--- src/rtl/pipe_step_ctrl.sv ---
// Debug execution controller for the 5-stage pipeline: free-run, pause, single-step
// and permanent halt on the HALT instruction reaching MEM/WB.
module pipe_step_ctrl #(
    parameter int CYCLE_W  = 32,
    parameter int STEP_LEN = 1
) (
    input  logic               clk,
    input  logic               rst,
    input  logic               i_cmd_valid,
    input  logic [1:0]         i_cmd,
    output logic               o_cmd_ready,
    input  logic               i_stop_wb,
    output logic               o_step,
    output logic [1:0]         o_state,
    output logic [CYCLE_W-1:0] o_cycle_count,
    output logic               o_done
);

    typedef enum logic [1:0] {
        S_IDLE   = 2'b00,
        S_RUN    = 2'b01,
        S_STEP   = 2'b10,
        S_HALTED = 2'b11
    } state_t;

    localparam logic [1:0] CMD_RUN   = 2'b01;
    localparam logic [1:0] CMD_STEP  = 2'b10;
    localparam logic [1:0] CMD_PAUSE = 2'b11;

    localparam logic [7:0]         STEP_LOAD = 8'(STEP_LEN - 1);
    localparam logic [CYCLE_W-1:0] CNT_ONE   = {{(CYCLE_W-1){1'b0}}, 1'b1};

    state_t             state;
    logic [7:0]         step_cnt;
    logic [CYCLE_W-1:0] cycle_count;
    logic               done;
    logic               cmd_fire;
    logic               halt_now;

    // Enable and ready depend on the state register only, so no input reaches an output.
    assign o_step      = (state == S_RUN) || (state == S_STEP);
    assign o_cmd_ready = (state == S_IDLE) || (state == S_RUN);
    assign cmd_fire    = i_cmd_valid && o_cmd_ready;
    // stop_pipe is only meaningful while the latches are actually advancing.
    assign halt_now    = o_step && i_stop_wb;

    assign o_state       = state;
    assign o_cycle_count = cycle_count;
    assign o_done        = done;

    // NOTE: every register here is updated with <= so all next-state terms read the
    // pre-edge values, regardless of statement order inside the block.
    always_ff @(posedge clk) begin
        if (!rst) begin
            state       <= S_IDLE;
            step_cnt    <= 8'd0;
            cycle_count <= '0;
            done        <= 1'b0;
        end else begin
            done <= 1'b0;
            if (o_step && (cycle_count != {CYCLE_W{1'b1}}))
                cycle_count <= cycle_count + CNT_ONE;

            case (state)
                S_IDLE: begin
                    if (cmd_fire) begin
                        case (i_cmd)
                            CMD_RUN:  state <= S_RUN;
                            CMD_STEP: begin
                                state    <= S_STEP;
                                step_cnt <= STEP_LOAD;
                            end
                            default:  state <= S_IDLE;
                        endcase
                    end
                end
                S_RUN: begin
                    if (halt_now) begin
                        state <= S_HALTED;
                        done  <= 1'b1;
                    end else if (cmd_fire && (i_cmd == CMD_PAUSE)) begin
                        state <= S_IDLE;
                    end
                end
                S_STEP: begin
                    if (halt_now) begin
                        state <= S_HALTED;
                        done  <= 1'b1;
                    end else if (step_cnt == 8'd0) begin
                        state <= S_IDLE;
                    end else begin
                        step_cnt <= step_cnt - 8'd1;
                    end
                end
                default: state <= S_HALTED;
            endcase
        end
    end

endmodule
--- config.mk ---
export PLATFORM = sky130hd
export DESIGN_NAME = pipe_step_ctrl
export DESIGN_NICKNAME = d
export VERILOG_FILES = /design/src/rtl/pipe_step_ctrl.sv
export SDC_FILE = /design/constraint.sdc
export NUM_CORES = 1
export LEC_CHECK = 0
export CAP_MARGIN = 20
export CORE_ASPECT_RATIO = 0.5
export CORE_MARGIN = 8
export CORE_UTILIZATION = 47
export DETAILED_ROUTE_END_ITERATION = 16
export PLACE_DENSITY_LB_ADDON = 0.2
export SYNTH_ARGS = -nofsm -noshare
export SYNTH_HDL_FRONTEND = slang
export SYNTH_SLANG_ARGS = --single-unit
--- constraint.sdc ---
create_clock -name clk -period 2.1 [get_ports clk]
set_clock_uncertainty 0.1 [all_clocks]
set_input_delay 0.42 -clock clk [delete_from_list [all_inputs] [get_ports clk]]
set_output_delay 0.42 -clock clk [all_outputs]
set_load 0.03 [all_outputs]
Word level (Yosys, flattened, before mapping). Index checks and enable logic that the tools add are counted.

Word-level logic and storage cells: 44. Output and inout port bits: 37. Bits of input ports: 6. Register bits after elaboration: 43.

Reductions and logical operators: 13. Multiplexer cells: 13. $add $sub $neg: 2. Equal/unequal tests: 12.

Operators with widths (number): $add 32x1->32 const B (1); $mux 8 (4); $ne 32x32->1 const B (1); $pmux 8 s2 (1); $mux 2 (5); $logic_not 8->1 (1); $sub 8x1->8 const B (1); $eq 2x2->1 const B (3); $ne 2x2->1 const B (3); $ne 3x2->1 const B (2); $pmux 2 s3 (1); $reduce_and 5->1 (1); $eq 2x1->1 const B (2); $logic_and 1x1->1 (4); $pmux 2 s2 (1); $reduce_and 3->1 (1); $logic_not 2->1 (1); $logic_or 1x1->1 (2); $ne 2x1->1 const B (1); $reduce_and 2->1 (1); $reduce_bool 2->1 (1); $reduce_or 2->1 (1); $mux 1 (1).

Depth between registers and ports, before layout. Gate-level depths: netlist (run 1).

Depth in word-level cells: 7. Depth in mapped cells: 8. Depth with buffers taken out: 7.

Worst setup path after synthesis (run 1). No wires, ideal clock.

Kind: register -> register. Start point: register state[0], in the netlist o_state[0]. End point: register step_cnt[7]. Cell stages (with the launch flop): 7. Path buffers: 0. Path slack: -0.398 ns. Clock period less this slack: 2.498 ns. Required time: 1.884 ns. Setup time: 0.116 ns. Arrival: 2.282 ns. Path through: dfxtp_1 -> inv_1 -> ha_1 -> a221oi_2 -> o21ai_2 -> or3b_1 -> o211a_1.

Cells in the longest elaborated chain, start to end: 5. Elaborated cells between the ends (all ways): 14.

RTL lines: start: declaration (line 33) `state_t state;`; start signal: assignment (line 55) `state <= S_IDLE;`; start signal: assignment (line 68) `CMD_RUN: state <= S_RUN;`; start signal: assignment (line 70) `state <= S_STEP;`; $eq 2x1->1 / $eq 2x2->1 (equally long branches) (line 41) `assign o_step = (state == S_RUN) || (state == S_STEP);`; $logic_or 1x1->1 (*) (line 41); net o_step (line 13) `output logic o_step,`; $logic_and 1x1->1 (*) (line 45) `assign halt_now = o_step && i_stop_wb;`; $ne 2x2->1 (no line) (*); $reduce_and 5->1 (no line) (*); end signal: assignment (line 92) `step_cnt <= step_cnt - 8'd1;`; end: declaration (line 34) `logic [7:0] step_cnt;`.

The timed path passes the listed nets; every way through them passes the cells marked *. A chain may end at the register's enable or synchronous reset.

Worst setup path in the final report (run 1).
Start point: register step_cnt[2]. End point: register step_cnt[7].

Cells in the longest elaborated chain, start to end: 4. Elaborated cells between the ends (all ways): 7.

RTL lines: $sub 8x1->8 (line 92); $mux 8 (line 89) `end else if (step_cnt == 8'd0) begin`; $mux 8 (line 86) `if (halt_now) begin`; $pmux 8 s2 (line 64) `case (state)`.

Parallel ways exist; a longest one is shown, timed or not. The select of a mux whose other input is x is not followed.

==> flow_summary_export.csv, run 1 <==
group,metric,value,unit
placement,port_buffers,42,
global_route,grt_overflow,0,
global_route,grtUsageTotal,17.2,%
flow_run,drv_cap,0,
critical_path,cp-endpoint,"step_cnt[7]",
routing,viasPerCell,5.69,
cts,cts-htree-levels,2,
yosys,ys_top_cells_by_count,"dfxtp_1, nand2_1, a21oi_1, nand3_1, nor2_1",
critical_path,arrival,2.20,ns
critical_path,worstSetupPathType,"reg -> reg",
critical_path,crit_path_start_kind,"flop",
final_layout,post-route-util,68.0,%
routing,routedWlPerCell,15.3,um
final_layout,fill_cells,436,
final_layout,antenna_cells,0,
timing,max_slew.worst_pin.slew,0.457,ns
timing,post-route-period-util,100,%
cts,clock_sinks,43,
routing,dr.pass1.iters,6,
yosys,ys_ff_latch,43,
timing,fin_ws,-0.00387,ns
timing,finalCriticalPeriod,2.10,ns
power_and_ir_drop,power_density,525,nW/um2
critical_path,regToRegSetupSlack,-0.004,ns
routing,drc,0,
timing,fmax,475,MHz
yosys,yosysUniqueCellTypes,48,
timing,rsz0062_at_grt,"yes",
floorplanning,rows,18,
yosys,syn-cell-area,2310,um2
critical_path,setup.worst_path.start,"step_cnt[2]",
power_and_ir_drop,irDropWorstVdd,263,uV
yosys,synth_area_leaders,"dfxtp_1, nand2_1, a21oi_1, nand3_1, ha_1",
yosys,yosys.area.top_type,"dfxtp_1",
yosys,synthFlopType,"dfxtp_1",
floorplanning,pin_count,43,
cts,numCtsBuffers,5,
yosys,synth_nets,289,
critical_path,worstSetupEndpointType,"flop",
placement,dp_slack,-0.00773,ns
yosys,yosysWarnings,0,
critical_path,regToRegStartpoint,"step_cnt[2]",
global_route,grt_pass1_wl,10.7,mm
placement,hpwl,4.67,mm
global_route,grt_antenna_before_repair,0,
placement,dpl_cell_area,3090,um2
final_layout,areaGrowthSynthToFinish,42.0,%
routing,antenna_left,0,
global_route,grt_max_degree,38,
yosys,synth_top_area_share,37.3,%
placement,gp_congestion,0.845,
timing,setup_viol,1,
yosys,synthCells,276,
routing,wirelength,6.53,mm
critical_path,reg2regPathDepth,5,
yosys,synth_most_common_cell,"dfxtp_1",
routing,dr_total_vias,2429,
cts,cts-root-buf,"clkbuf_8",
yosys,synth-seq-area-share,37.3,%
cts,clkTransAtPathRegs,0.09,ns
final_layout,fin_area,3280,um2
final_layout,finalNetCount,369,
floorplanning,die_height,65.5,um
final_layout,drive_above_1_share,23.2,%
run_status,violations,"negative setup slack",
timing,slew_headroom,69.3,%
final_layout,layout.cells.non_filler,427,
timing,drv_slew,0,
yosys,synth-edff-count,0,
cts,cts_tree,"built",
critical_path,cp.required,2.20,ns
cts,insertion_delay,0.30,ns
critical_path,cp_max_fo,5,
cts,clk_path_buf_depth,2,
power_and_ir_drop,p_total,1.72,mW
floorplanning,initial_core_util,47.9,%
routing,drtIter0Drc,172,
hold_path,hold_path_class,"reg -> reg",
power_and_ir_drop,p_leak,1.18,nW
timing,hold_violations,0,
yosys,syn-mean-instance-area,8.36,um2
critical_path,r2r_end,"step_cnt[7]",
floorplanning,core,4820,um2
floorplanning,die_w,115,um
placement,dp.cells,417,
run_status,status,"finished, violations left",
floorplanning,die_area,7540,um2
yosys,ys_async_sr_fraction,0,%
global_route,grt_pass1_vias,2308,
==> routing by layer <==
layer	up-vias	wire [um]	global-route usage (%)
li1	1193	-	-
met1	1168	2950	20.4
met2	59	3150	29.6
met3	9	357	5.30
met4	0	73	5.51
met5	-	0	0
==> cell type report <==
type	instances	area (um2)	share of cell area, %
Clock inverter	3	20.0	0.611
Sequential cell	43	875	26.7
Inverter	13	48.8	1.49
Timing Repair Buffer	80	703	21.5
Clock buffer	5	68.8	2.10
Tap cell	70	87.6	2.67
Multi-Input combinational cell	213	1470	45.0
==> per-stage QoR <==
step	hold WS [ns]	TNS (ns)
2_1_floorplan	0.344	-0.00353
3_3_place_gp	0.358	0
3_5_place_dp	0.382	-0.00773
4_1_cts	0.392	-0.00724
5_1_grt	0.395	-0.0560
6_report	0.377	-0.00387
==> how the worst min path moves through the flow <==
| stage | startpoint | endpoint | cells after the start |
|---|---|---|---|
| 2_1_floorplan | step_cnt[1] | step_cnt[1] | 2 |
| 3_3_place_gp | step_cnt[1] | step_cnt[1] | 2 |
| 3_5_place_dp | step_cnt[1] | step_cnt[1] | 2 |
| 4_1_cts | step_cnt[1] | step_cnt[1] | 2 |
| 5_1_grt | step_cnt[1] | step_cnt[1] | 2 |
| 6_report | step_cnt[1] | step_cnt[1] | 2 |
==> power breakdown <==
group	internal, mW	total (mW)	switching (mW)
Clock	0.232	0.537	0.305
Combinational	0.128	0.335	0.207
Sequential	0.831	0.848	0.0164
Total	1.19	1.72	0.528
==> timing repair <==
item | CTS | global route
hold buffers | 0 | 0
hold endpoints to repair | 0 | 0
setup endpoints to repair | 5 | 16
pin swaps | 1 | 3
gates resized for setup | 8 | 17
cloned | 0 | 1
buffers inserted | 1 | 0
==> worst max-delay path, stage by stage (launching register included) <==
cell	delay, ns
dfxtp_2	0.35
or3_4	0.40
or3_4	0.37
o31a_1	0.24
or3b_1	0.39
o211a_1	0.14
==> registers in the layout (all words and copies together) (netlist names) <==
register	count
step_cnt	8
o_cycle_count	32
o_done	1
o_state	2
==> layout by cell type, fill, tap and decap left out, drive strengths merged, types with 11 or more instances in the layout <==
master and instances:
nor2 15, buf 39, a21oi 22, or3 16
nand3 19, o21ai 17, clkdlybuf4s50 40, nor4 11
nand2 33, inv 13, dfxtp 43
==> logic make-up (layout without fill, tap and decap cells) <==
| logic type | count (synthesis) | count (layout) | share of synthesized area (%) |
|---|---|---|---|
| xor gates and xnor gates | 4 | 4 | 1.52 |
| muxes | 4 | 4 | 1.74 |
| AOI/OAI and AO/OA | 68 | 69 | 19.6 |
| adders and majority gates | 7 | 7 | 3.80 |
| DFF | 43 | 43 | 37.3 |
| and+or+nand+nor | 129 | 129 | 32.2 |
| buffers and inverters | 21 | 101 | 3.85 |
(Power assumes the default switching activity.)
==> run 2: changes to the inputs <==
CAP_MARGIN = 0   (was 20)
==> results of run 2 <==
No change in the layout: final DEF, timing and power equal those of run 1.
